### src/rtl/riscv_hazard_scoreboard.sv
// riscv_hazard_scoreboard
// Tracks in-flight destination registers through a shift register of
// PIPE_DEPTH stages and stalls the decode candidate on RAW hazards.
// Kills the youngest entries on a taken branch, reports writeback
// retirement, and counts stall cycles in a saturating counter.
// Optional build macro: RISCV_HAZARD_BYPASS_EN. When it is defined, the
// writeback stage writes through to the register file, so a match in that
// stage alone does not stall.
module riscv_hazard_scoreboard #(
  parameter int unsigned REG_WIDTH   = 5,
  parameter int unsigned PIPE_DEPTH  = 4,
  parameter int unsigned FLUSH_DEPTH = 2,
  parameter int unsigned CNT_WIDTH   = 16,
  localparam int unsigned NUM_REGS   = 1 << REG_WIDTH
) (
  input  logic                 clk,
  input  logic                 reset,
  input  logic                 issue_valid,
  input  logic [REG_WIDTH-1:0] issue_rs1,
  input  logic [REG_WIDTH-1:0] issue_rs2,
  input  logic                 issue_rs1e,
  input  logic                 issue_rs2e,
  input  logic [REG_WIDTH-1:0] issue_rd,
  input  logic                 issue_rde,
  input  logic                 flush,
  input  logic                 cnt_clear,
  output logic                 stall,
  output logic                 issue_fire,
  output logic                 wb_valid,
  output logic [REG_WIDTH-1:0] wb_rd,
  output logic [NUM_REGS-1:0]  pending,
  output logic                 busy,
  output logic [CNT_WIDTH-1:0] stall_cycles
);

`ifdef RISCV_HAZARD_BYPASS_EN
  localparam int unsigned HAZ_STAGES = PIPE_DEPTH - 1;
`else
  localparam int unsigned HAZ_STAGES = PIPE_DEPTH;
`endif

  logic [PIPE_DEPTH-1:0] stg_v;
  logic [REG_WIDTH-1:0]  stg_rd [PIPE_DEPTH];
  logic                  rs1_match;
  logic                  rs2_match;
  logic                  hazard;

  // Compare both sources against every stage that can still cause a hazard
  always_comb begin
    rs1_match = 1'b0;
    rs2_match = 1'b0;
    for (int unsigned k = 0; k < HAZ_STAGES; k++) begin
      if (stg_v[k] && (stg_rd[k] == issue_rs1)) rs1_match = 1'b1;
      if (stg_v[k] && (stg_rd[k] == issue_rs2)) rs2_match = 1'b1;
    end
    hazard     = (issue_rs1e && (issue_rs1 != '0) && rs1_match) ||
                 (issue_rs2e && (issue_rs2 != '0) && rs2_match);
    stall      = issue_valid && !flush && hazard;
    issue_fire = issue_valid && !flush && !hazard;
  end

  // Advance the tracking pipeline; flush invalidates entries landing in the
  // youngest FLUSH_DEPTH stages (stage 0 gets a bubble since nothing fires)
  always_ff @(posedge clk or negedge reset) begin
    if (!reset) begin
      stg_v <= '0;
      for (int unsigned k = 0; k < PIPE_DEPTH; k++) stg_rd[k] <= '0;
    end else begin
      stg_v[0]  <= issue_fire && issue_rde && (issue_rd != '0);
      stg_rd[0] <= issue_rd;
      for (int unsigned k = 1; k < PIPE_DEPTH; k++) begin
        stg_v[k]  <= stg_v[k-1] && !(flush && (k < FLUSH_DEPTH));
        stg_rd[k] <= stg_rd[k-1];
      end
    end
  end

  // Per-register pending mask and overall occupancy
  always_comb begin
    pending = '0;
    for (int unsigned k = 0; k < PIPE_DEPTH; k++) begin
      if (stg_v[k]) pending[stg_rd[k]] = 1'b1;
    end
    busy = |stg_v;
  end

  assign wb_valid = stg_v[PIPE_DEPTH-1];
  assign wb_rd    = stg_rd[PIPE_DEPTH-1];

  // Saturating stall-cycle counter; clear takes priority over increment
  always_ff @(posedge clk or negedge reset) begin
    if (!reset) begin
      stall_cycles <= '0;
    end else if (cnt_clear) begin
      stall_cycles <= '0;
    end else if (stall && (stall_cycles != '1)) begin
      stall_cycles <= stall_cycles + {{(CNT_WIDTH-1){1'b0}}, 1'b1};
    end
  end

endmodule

### config.mk
export PLATFORM = sky130hd
export DESIGN_NAME = riscv_hazard_scoreboard
export DESIGN_NICKNAME = d
export VERILOG_FILES = /design/src/rtl/riscv_hazard_scoreboard.sv
export SDC_FILE = /design/constraint.sdc
export NUM_CORES = 1
export LEC_CHECK = 0
export ABC_AREA = 1
export CORE_UTILIZATION = 30
export DETAILED_ROUTE_END_ITERATION = 8
export PLACE_DENSITY = 0.55
export SLEW_MARGIN = 10
export SYNTH_ARGS = -nofsm -noshare
export SYNTH_HDL_FRONTEND = slang
export SYNTH_SLANG_ARGS = --single-unit
### constraint.sdc
create_clock -name clk -period 2.25 [get_ports clk]
set_clock_uncertainty 0.15 [all_clocks]
set_input_delay 0.45 -clock clk [delete_from_list [all_inputs] [get_ports clk]]
set_output_delay 0.45 -clock clk [all_outputs]
set_load 0.005 [all_outputs]
==> impl_metrics.env <==
export IMPL_status="finished, violations left"
export IMPL_violations="setup timing"
export IMPL_avgSynthCellArea_um2=6.55
export IMPL_power_density_nw_per_um2=322
export IMPL_grt_usage=0.244
export IMPL_synth_edff_count=0
export IMPL_clkSlewWorstSetupHoldPaths_ns=0.09
export IMPL_drive_above_1_share=0.421
export IMPL_antenna_found_initial=0
export IMPL_rows=38
export IMPL_clock_root_buffer="clkbuf_8"
export IMPL_vias=4595
export IMPL_clock_sinks=40
export IMPL_grt_max_degree=41
export IMPL_first_pass_iters=5
export IMPL_drc_errors=0
export IMPL_tns_ns=-0.311
export IMPL_die_area_um2=11700
export IMPL_vias_per_cell=5.36
export IMPL_grt_pass1_wl_um=21800
export IMPL_final_net_count=740
export IMPL_crit_arrival_ns=1.76
export IMPL_setup_violations=6
export IMPL_cp_max_fo=3
export IMPL_synth_top_cell_area_share=0.296
export IMPL_numCtsBuffers=5
export IMPL_power_leakage_nw=2.65
export IMPL_die_h_um=108
export IMPL_synth_ff_type="dfrtp_1"
export IMPL_hold_buffers=0
export IMPL_worst_pin_slew_ns=0.529
export IMPL_cp_end_kind="output pin"
export IMPL_synth_area_um2=3380
export IMPL_cts_htree_levels=2
export IMPL_io_buffers=79
export IMPL_hold_class="in -> async"
export IMPL_ys_ff_latch=40
export IMPL_drt_initial_drc_count=293
export IMPL_whs_ns=0.0445
export IMPL_place_area_um2=4930
export IMPL_core_um2=10900
export IMPL_relSlewSlack=0.647
export IMPL_areaGrowthSynthToFinish_pct=69.6
export IMPL_fmax_mhz=424
export IMPL_wl_um=14500
export IMPL_ys_types=38
export IMPL_cts_buffer_depth=2
export IMPL_critical_path_class="reg -> out"
export IMPL_drv_slew=0
export IMPL_async_reset_ff_frac=1.00
export IMPL_clk_latency_ns=0.31
export IMPL_stdcell_area_um2=5730
export IMPL_synthTopCellsByArea="dfrtp_1 (30%), nand2_1 (15%), nand3_1 (8.6%)"
export IMPL_grt_pass1_vias=4227
export IMPL_grt_ovfl_total=0
export IMPL_antenna_left=0
export IMPL_cp_required_ns=1.65
export IMPL_rsz0062_at_grt="true"
export IMPL_ys_seq_area_frac=0.296
export IMPL_yosysMostFrequentCell="nand2_1"
export IMPL_yosysTopAreaCell="dfrtp_1"
export IMPL_yosys_top_cells_count="nand2_1 (135), nor2_1 (69), nand3_1 (58)"
export IMPL_ys_warn_count=0
export IMPL_cts_tree="done"
export IMPL_pre_cts_slack_ns=-0.714
export IMPL_maxCapViolations=0
export IMPL_synth_fp_nets=540
export IMPL_ios=80
export IMPL_post_route_min_period_ns=2.36
export IMPL_die_w_um=108
export IMPL_finalCritPeriodShare=1.05
export IMPL_max_vdd_ir_drop_v=0.000267
export IMPL_gp_congestion=1.05
export IMPL_start_util=0.310
export IMPL_synthCells=516
export IMPL_critPathLaunchType="flip-flop"
export IMPL_fin_ws_ns=-0.108
export IMPL_final_hold_viol_count=0
export IMPL_wl_per_cell_um=17.0
export IMPL_n_antenna_cell=0
export IMPL_place_hpwl_um=10500
export IMPL_utilization=0.526
## cells by family (layout without fill, tap and decap cells)
family,Yosys count,after routing,share of synthesized area
xor gates and xnor gates,10,10,0.0259
adders and majority gates,1,1,0.00370
AOI/OAI and AO/OA,86,86,0.188
and+or+nand+nor,297,297,0.381
buffers and inverters,82,283,0.104
DFF,40,40,0.296
## through the flow
| stage | cells | power, mW |
|---|---|---|
| final | 857 | 1.85 |
| after floorplan | 516 | 0.977 |
| after global routing | 857 | 1.93 |
| after detailed placement | 810 | 1.24 |
| after global placement | 810 | 1.24 |
| after CTS | 844 | 1.80 |
## registers in the layout (all words and copies together) (netlist names)
| name | flops |
|---|---|
| stg_rd | 15 |
| stg_v | 4 |
| wb_rd | 5 |
| stall_cycles | 16 |
## metal layers
layer,up-vias,wire (µm),GRT usage
met5,-,0,0
met4,0,537,0.101
met3,53,1040,0.0332
met2,219,7000,0.422
met1,2169,5970,0.304
li1,2154,-,-
## repair_timing
item | 4_1_cts | 5_1_grt
resized for setup | 217 | 87
pin swaps | 16 | 17
setup buffers | 29 | 13
setup endpoints to repair | 35 | 36
## worst max-delay path, stage by stage, from the launching register on
cell	delay, ns
dfrtp_2	0.43
buf_6	0.13
buf_6	0.12
nand2_1	0.07
nor2_1	0.05
nand3_1	0.11
nand2_2	0.08
o21ai_4	0.20
nand3_1	0.09
inv_1	0.08
buf_2	0.11
## worst paths after layout
check	cells after the start	startpoint	slack, ns	end
worst max-delay path	10	stg_v[2]	-0.11	issue_fire
worst min-delay path	2	reset	0.04	stall_cycles[14]
worst max register to register	12	stall_cycles[1]	0.19	stall_cycles[7]
worst min register to register	1	stg_rd[5]	0.38	wb_rd[0]
max in group asynchronous	2	reset	1.49	wb_rd[3]
min in group clk	1	stg_rd[5]	0.38	wb_rd[0]
## final cells by class
cell class	instances	area, µm²
fillers	1094	5160
multi-input cells	394	2480
repair buffers	208	1700
flip-flops and latches	40	1010
inverters	67	264
well taps	140	175
clock buffers	6	72.6
clock inverters	2	16.3
## layout by cell type, fill, tap and decap left out, types with 9 or more instances in the layout
cell	netlist	final
buf_6	1	26
nand3_2	1	19
buf_2	3	31
nand3_1	58	37
o221ai_2	0	20
o221ai_1	32	12
inv_1	57	31
dlygate4sd2_1	0	9
nand2_1	135	129
clkdlybuf4s50_1	0	34
o21ai_0	15	10
dfrtp_1	40	30
o22a_1	17	17
nor2_1	69	64
nor3_4	0	9
inv_2	9	30
dfrtp_2	0	10
buf_4	9	101
## power by group
| group | total [mW] | switching, mW | internal [mW] |
|---|---|---|---|
| combinational | 0.567 | 0.310 | 0.257 |
| sequential | 0.781 | 0.0341 | 0.747 |
| clock | 0.498 | 0.277 | 0.221 |
Note: power is estimated with default switching activity, not from simulation.
